===== src/rtl/audio_tdm_tx.sv =====
// -----------------------------------------------------------------------------
// audio_tdm_tx
//   Serial audio transmitter. PCM samples enter through a valid/ready stream
//   into a small FIFO and are serialised MSB first, left-justified in
//   SLOT_W-bit slots, as I2S (2 channels, mode_i=0) or TDM (NUM_CH channels,
//   mode_i=1) frames. A frame only consumes samples when a whole frame's
//   worth is queued at frame start; otherwise it sends zeros and raises a
//   sticky underrun flag.
//
// Ports
//   clk_i, rst_i          system clock, asynchronous active-low reset
//   enable_i              transmitter enable (0 aborts the current frame)
//   mode_i                0 = I2S, 1 = TDM; sampled at frame start
//   clk_div_i             SCK half-period minus 1; sampled at frame start
//   fifo_flush_i          synchronous FIFO clear, wins over a push
//   sample_valid_i/data_i sample stream in, channel order = write order
//   sample_ready_o        FIFO not full
//   fifo_level_o          occupied FIFO entries
//   i2s_sck_o/ws_o/sdata_o serial bit clock, word select / frame sync, data
//   underrun_o            sticky underrun flag, cleared by underrun_clr_i
//   intr_o                interrupt, mirrors underrun_o
// -----------------------------------------------------------------------------
module audio_tdm_tx #(
  parameter int DATA_W     = 24,
  parameter int SLOT_W     = 32,
  parameter int NUM_CH     = 2,
  parameter int FIFO_DEPTH = 8,
  parameter int DIV_W      = 8
) (
  input  logic                             clk_i,
  input  logic                             rst_i,
  input  logic                             enable_i,
  input  logic                             mode_i,
  input  logic [DIV_W-1:0]                 clk_div_i,
  input  logic                             fifo_flush_i,
  input  logic                             sample_valid_i,
  input  logic [DATA_W-1:0]                sample_data_i,
  output logic                             sample_ready_o,
  output logic [$clog2(FIFO_DEPTH+1)-1:0]  fifo_level_o,
  output logic                             i2s_sck_o,
  output logic                             i2s_ws_o,
  output logic                             i2s_sdata_o,
  output logic                             underrun_o,
  input  logic                             underrun_clr_i,
  output logic                             intr_o
);

  localparam int LVL_W  = $clog2(FIFO_DEPTH + 1);
  localparam int PTR_W  = $clog2(FIFO_DEPTH);
  localparam int SBIT_W = $clog2(SLOT_W);
  localparam int SIDX_W = $clog2(NUM_CH);

  typedef enum logic {IDLE, RUN} state_e;

  state_e              state_q, state_d;

  // FIFO
  logic [DATA_W-1:0]   mem [FIFO_DEPTH];
  logic [PTR_W-1:0]    wr_ptr_q, rd_ptr_q;
  logic [LVL_W-1:0]    level_q;
  logic                ready_en_q;
  logic                push, pop;

  // Serialiser
  logic [DIV_W-1:0]    div_q, div_cnt_q;
  logic                sck_q, ws_q, sdata_q;
  logic [SLOT_W-1:0]   shreg_q, load_word;
  logic [SBIT_W-1:0]   slot_bit_q, slot_bit_d;
  logic [SIDX_W-1:0]   slot_idx_q, slot_idx_d, ws_slot;
  logic                mode_q, frame_ok_q, underrun_q;

  // Control decode
  logic start_idle, tc, sck_fall, last_slot_bit, last_bit;
  logic frame_start, advance, level_ok, ok_now, mode_now, slot_load, ws_d;

  // ---------------------------------------------------------------------------
  // FSM: state register
  // ---------------------------------------------------------------------------
  // NOTE: sequential state uses non-blocking assignments so every flop samples
  // the pre-edge values of its neighbours, independent of process order.
  always_ff @(posedge clk_i or negedge rst_i) begin
    if (!rst_i) state_q <= IDLE;
    else        state_q <= state_d;
  end

  // FSM: next state
  always_comb begin
    state_d = state_q;
    case (state_q)
      IDLE:    if (enable_i)  state_d = RUN;
      RUN:     if (!enable_i) state_d = IDLE;
      default: state_d = IDLE;
    endcase
  end

  // FSM: control outputs
  // NOTE: every signal gets a default at the top so no path leaves one
  // unassigned, which would otherwise infer a latch.
  always_comb begin
    start_idle    = (state_q == IDLE) && enable_i;
    tc            = (div_cnt_q == div_q);
    sck_fall      = (state_q == RUN) && enable_i && tc && sck_q;
    last_slot_bit = (slot_bit_q == SBIT_W'(SLOT_W - 1));
    last_bit      = last_slot_bit && (slot_idx_q == SIDX_W'(NUM_CH - 1));
    frame_start   = start_idle || (sck_fall && last_bit);
    advance       = start_idle || sck_fall;
    level_ok      = (level_q >= LVL_W'(NUM_CH));
    ok_now        = frame_start ? level_ok : frame_ok_q;
    mode_now      = frame_start ? mode_i : mode_q;
    slot_load     = frame_start || (sck_fall && last_slot_bit);
    // An ok frame never finds the FIFO empty unless a flush intervened.
    pop           = slot_load && ok_now && (level_q != '0);

    // Position of the bit about to be presented.
    slot_bit_d = slot_bit_q + 1'b1;
    slot_idx_d = slot_idx_q;
    if (frame_start) begin
      slot_bit_d = '0;
      slot_idx_d = '0;
    end else if (last_slot_bit) begin
      slot_bit_d = '0;
      slot_idx_d = slot_idx_q + 1'b1;
    end

    // WS leads data by one bit: it reflects the slot of the following bit.
    ws_slot = slot_idx_d;
    if (slot_bit_d == SBIT_W'(SLOT_W - 1))
      ws_slot = (slot_idx_d == SIDX_W'(NUM_CH - 1)) ? '0 : slot_idx_d + 1'b1;
    if (mode_now)
      ws_d = (slot_bit_d == SBIT_W'(SLOT_W - 1)) && (slot_idx_d == SIDX_W'(NUM_CH - 1));
    else
      ws_d = ws_slot[0];

    load_word = '0;
    if (pop) load_word[SLOT_W-1 -: DATA_W] = mem[rd_ptr_q];
  end

  // ---------------------------------------------------------------------------
  // FIFO
  // ---------------------------------------------------------------------------
  assign sample_ready_o = ready_en_q && (level_q < LVL_W'(FIFO_DEPTH));
  assign push           = sample_valid_i && sample_ready_o;
  assign fifo_level_o   = level_q;

  // NOTE: the storage array has no reset; the level and pointers alone decide
  // which entries are meaningful, so clearing it would only cost reset fan-out.
  always_ff @(posedge clk_i) begin
    if (push && !fifo_flush_i) mem[wr_ptr_q] <= sample_data_i;
  end

  always_ff @(posedge clk_i or negedge rst_i) begin
    if (!rst_i) begin
      wr_ptr_q   <= '0;
      rd_ptr_q   <= '0;
      level_q    <= '0;
      ready_en_q <= 1'b0;
    end else begin
      ready_en_q <= 1'b1;
      if (fifo_flush_i) begin
        wr_ptr_q <= '0;
        rd_ptr_q <= '0;
        level_q  <= '0;
      end else begin
        if (push) wr_ptr_q <= wr_ptr_q + 1'b1;
        if (pop)  rd_ptr_q <= rd_ptr_q + 1'b1;
        case ({push, pop})
          2'b10:   level_q <= level_q + 1'b1;
          2'b01:   level_q <= level_q - 1'b1;
          default: level_q <= level_q;
        endcase
      end
    end
  end

  // ---------------------------------------------------------------------------
  // Divider and serialiser
  // ---------------------------------------------------------------------------
  always_ff @(posedge clk_i or negedge rst_i) begin
    if (!rst_i) begin
      div_q      <= '0;
      div_cnt_q  <= '0;
      sck_q      <= 1'b0;
      ws_q       <= 1'b0;
      sdata_q    <= 1'b0;
      shreg_q    <= '0;
      slot_bit_q <= '0;
      slot_idx_q <= '0;
      mode_q     <= 1'b0;
      frame_ok_q <= 1'b0;
    end else if (!enable_i) begin
      // Abort: outputs low at once; samples already popped are dropped.
      div_cnt_q  <= '0;
      sck_q      <= 1'b0;
      ws_q       <= 1'b0;
      sdata_q    <= 1'b0;
      shreg_q    <= '0;
      slot_bit_q <= '0;
      slot_idx_q <= '0;
      frame_ok_q <= 1'b0;
    end else begin
      div_cnt_q <= (start_idle || tc) ? '0 : div_cnt_q + 1'b1;
      if ((state_q == RUN) && tc) sck_q <= ~sck_q;
      if (advance) begin
        slot_bit_q <= slot_bit_d;
        slot_idx_q <= slot_idx_d;
        ws_q       <= ws_d;
        if (slot_load) begin
          sdata_q <= load_word[SLOT_W-1];
          shreg_q <= {load_word[SLOT_W-2:0], 1'b0};
        end else begin
          sdata_q <= shreg_q[SLOT_W-1];
          shreg_q <= {shreg_q[SLOT_W-2:0], 1'b0};
        end
      end
      if (frame_start) begin
        div_q      <= clk_div_i;
        mode_q     <= mode_i;
        frame_ok_q <= level_ok;
      end
    end
  end

  // Sticky underrun: a same-cycle set beats the clear.
  always_ff @(posedge clk_i or negedge rst_i) begin
    if (!rst_i)                        underrun_q <= 1'b0;
    else if (frame_start && !level_ok) underrun_q <= 1'b1;
    else if (underrun_clr_i)           underrun_q <= 1'b0;
  end

  assign i2s_sck_o   = sck_q;
  assign i2s_ws_o    = ws_q;
  assign i2s_sdata_o = sdata_q;
  assign underrun_o  = underrun_q;
  assign intr_o      = underrun_q;

endmodule


===== config.mk =====
export PLATFORM = sky130hd
export DESIGN_NAME = audio_tdm_tx
export DESIGN_NICKNAME = d
export VERILOG_FILES = /design/src/rtl/audio_tdm_tx.sv
export SDC_FILE = /design/constraint.sdc
export NUM_CORES = 1
export LEC_CHECK = 0
export CORE_ASPECT_RATIO = 0.5
export CORE_MARGIN = 8
export CORE_UTILIZATION = 60
export CTS_CLUSTER_SIZE = 20
export DETAILED_ROUTE_END_ITERATION = 16
export PLACE_DENSITY = 0.76
export REMOVE_ABC_BUFFERS = 1
export SLEW_MARGIN = 20
export SYNTH_ARGS = -nofsm -noshare
export SYNTH_HDL_FRONTEND = slang
export SYNTH_SLANG_ARGS = --single-unit

===== constraint.sdc =====
create_clock -name clk_i -period 4.1 [get_ports clk_i]
set_input_delay 0.82 -clock clk_i [delete_from_list [all_inputs] [get_ports clk_i]]
set_output_delay 0.82 -clock clk_i [all_outputs]
set_load 0.01 [all_outputs]

==> metrics.md <==
| Metric | Value |
|---|---|
| Initial Util | `60.3%` |
| Worst setup EP type | `flip-flop` |
| Worst skew pair latency | `0.51 ns` |
| DR iter-0 viols | `534` |
| Setup slack after layout | `0.236 ns` |
| Die Span X | `201 um` |
| Slowest cell on the critical path | `dfrtp_1` |
| Clock skew | `0.0146 ns` |
| Critical setup path kind | `flip-flop to flip-flop` |
| Min cycle time layout | `3.86 ns` |
| P_leak | `0.00415 uW` |
| Primary FF master, synth | `edfxtp_1` |
| Via density | `6.19` |
| Critical path, cell by cell | `ha_1 -> and3_1 -> ha_1 -> ha_1 -> a21oi_1 -> a31oi_1 -> nand4_1 -> a21oi_2 -> ha_1 -> a31oi_1 -> nor2_1 -> a22oi_1 -> mux2_2` |
| Vias in the first global route | `5,710` |
| Placer Congestion | `0.785` |
| Fin. Hold Viols | `0` |
| Cell Rows | `34` |
| EDFF count, synth | `192` |
| Largest family of logic cells by synthesized area | `multiplexers` |
| Startpoint Class | `flip-flop` |
| First-pass GRT wire length | `33,300 um` |
| Cell count after placement | `860` |
| Clock sinks | `255` |
| Relative slew margins | `36.1%` |
| Root buffer cell | `clkbuf_16` |
| Clock slew at reported path FFs | `0.07 ns` |
| Gr ovfl total | `0` |
| Drt pass-1 iters | `5` |
| Post-Syn Instances | `583` |
| Syn-to-layout area delta | `15.8%` |
| Crit path max-delay family | `adder cells` |
| Worst slew pin tran | `0.958 ns` |
| Max-cap violations | `0` |
| Total wire length | `21,200 um` |
| Post-place instance area | `11,200 um2` |
| Fin crit share | `94.2%` |
| Final setup vio count | `0` |
| RSZ-0062 raised after global routing | `no` |
| Non-Filler Instances | `902` |
| Mux share of post-synthesis cell area | `14.6%` |
| Slowest cell delay on critical path | `0.44 ns` |
| Post-Synth Simple-Gate Area | `6.03%` |
| Placement Setup Slack | `0.208 ns` |
| Outcome | `complete, no violations` |
| Share of cells above drive strength 1 | `20.1%` |
| Height of the die | `109 um` |
| VDD IR max | `0.310 mV` |
| Post-route cell area | `11,900 um2` |
| CTS tree | `yes` |
| DRC violations left | `0` |
| Worst hold path class | `primary input to async pin` |
| CP dominant cell by count | `ha_1` |
| Post-synth cell types | `49` |
| Max-slew violations | `0` |
| Seq cells post-synth | `255` |
| Setup TNS | `0 ns` |
| Largest net degree at the start of global routing | `51` |
| Worst endpoint required time | `4.49 ns` |
| H-tree levels | `1` |
| DPL Wire Length | `13,300 um` |
| Initial antenna violation count | `1` |
| Xor and xnor area share after synthesis | `1.70%` |
| I/O pins | `49` |
| Core Area | `17,100 um2` |
| Fillers | `1,111` |
| Ys async rst share | `24.7%` |
| Num CTS Buffers | `23` |
| Post-synthesis area per instance | `17.7 um2` |
| Setup Buffers After CTS | `0` |
| DIE AREA | `21,900 um2` |
| N_diodes | `0` |
| WP buf/inv | `0` |
| Crit path DAT | `4.26 ns` |
| All-Layer GR Usage | `19.6%` |
| Yosys warns | `0` |
| PD cells | `445 nW/um2` |
| DR vias | `5,581` |
| Area share of fa/ha/maj cells after synthesis | `1.09%` |
| Final ANT Viol Nets | `0` |
| Netlist Area Pre-Place | `10,300 um2` |
| Clk buf depth | `3` |
| WL/cell | `23.5 um` |
| Post-layout nets | `699` |
| Crit-path max FO | `8` |
| Buffers on Ports | `48` |
| Fmax achieved | `259 MHz` |
| Seq/Total Area, Yosys | `71.2%` |
| Synth Area in Compound Gates | `3.96%` |
==> cells in the mapped netlist (2+ instances only) <==
master | instances | share of area, %
a221o_1 | 22 | 2.1
edfxtp_1 | 192 | 56
nand4_1 | 2 | 0.12
dfrtp_1 | 63 | 15
and2_1 | 3 | 0.18
nand3_1 | 9 | 0.44
mux2_2 | 12 | 1.3
xor2_1 | 15 | 1.3
nor4b_1 | 2 | 0.17
nor2b_1 | 4 | 0.24
buf_1 | 3 | 0.11
buf_4 | 2 | 0.15
nand2_1 | 19 | 0.69
or3_1 | 2 | 0.12
nand3b_1 | 2 | 0.15
nand2b_1 | 5 | 0.30
nor4_1 | 2 | 0.12
a21oi_1 | 10 | 0.49
mux2i_1 | 29 | 2.8
o21ai_0 | 7 | 0.34
mux4_2 | 48 | 10
nor3_1 | 5 | 0.24
ha_1 | 9 | 1.1
and3_1 | 5 | 0.30
a31oi_1 | 5 | 0.30
clkbuf_1 | 22 | 0.80
nor2_1 | 52 | 1.9
xnor2_1 | 5 | 0.42
buf_2 | 3 | 0.15
inv_1 | 5 | 0.18
==> registers in the layout (all words and copies together) (netlist names), 3 cells and up <==
register      flops
fifo_level_o      4
slot_bit_q        5
wr_ptr_q          3
div_q             8
div_cnt_q         8
mem             192
rd_ptr_q          3
shreg_q          23
==> report_power, final <==
part	total (uW)	switching, uW	internal [uW]
clock	2090	891	1200
combinational	353	179	174
sequential	2870	42.2	2830
==> path summary, 6_finish.rpt <==
path / slack (ns) / cells after the start / endpoint / start
worst max register to register: 0.24 / 13 / fifo_level_o[3] / slot_bit_q[0]
worst max-delay path: 0.24 / 13 / fifo_level_o[3] / slot_bit_q[0]
worst min-delay path: 0.43 / 1 / div_q[0] / rst_i
worst min register to register: 0.50 / 2 / shreg_q[9] / shreg_q[9]
max in group asynchronous: 2.80 / 2 / div_q[7] / rst_i
min in group clk_i: 0.50 / 2 / shreg_q[9] / shreg_q[9]
==> routing by layer <==
layer  vias to the layer above  GRT usage, %  wire length [um]
met1                      2885          29.7              9740
li1                       2438             -                 -
met4                         2          3.37               313
met2                       218          30.1              9490
met5                         -             0                13
met3                        38          3.62              1620
==> cell families (layout without fill, tap and decap cells) <==
kind of cell | count (synthesis) | count (layout)
flip-flops | 255 | 255
AND/OR/NAND/NOR | 122 | 122
multiplexers | 89 | 89
AO/OA/AOI/OAI | 52 | 52
buffers and inverters | 35 | 120
XOR/XNOR | 20 | 20
adder cells (fa/ha/maj) | 9 | 9
other | 1 | 1
==> through the flow <==
step / power (uW) / util (%) / hold slack, ns
after floorplan: 3110 / - / 0.451
after global placement: 3260 / 65.5 / 0.478
after detailed placement: 3280 / 65.5 / 0.483
after CTS: 5360 / 69.8 / 0.460
after global routing: 5490 / 69.8 / 0.485
final: 5320 / 69.8 / 0.428
==> placed cells by master, fill, tap and decap left out, types with 5 or more instances in the layout <==
master and count:
nand3_1 9, clkbuf_1 9, dfrtp_1 61, clkbuf_8 5, o21ai_0 7, mux4_2 48, mux2_2 12, clkdlybuf4s50_1 47
nand2_1 19, buf_4 23, nor2_1 46, edfxtp_1 192, xor2_1 15, nor2_2 6, ha_1 9, xnor2_1 5
a221o_1 22, mux2i_1 29, clkbuf_16 23, nand2b_1 5, inv_1 5, and3_1 5, a21oi_1 9
==> what timing repair did <==
item	in CTS	in global routing
hold buffers	0	0
resized for setup	0	1
hold endpoints to repair	0	0
endpoints found under the setup margin	0	2
==> cell type report <==
class                      count  area, um2  share of cell area [%]
sequential                   255       7340                    61.5
multi-input combinational    293       2860                    24.0
timing repair buffer          73        688                    5.76
clock buffer                  37        678                    5.68
tap                          234        293                    2.45
clock inverter                 5       60.1                   0.503
inverter                       5       18.8                   0.157
(Power assumes the default switching activity.)
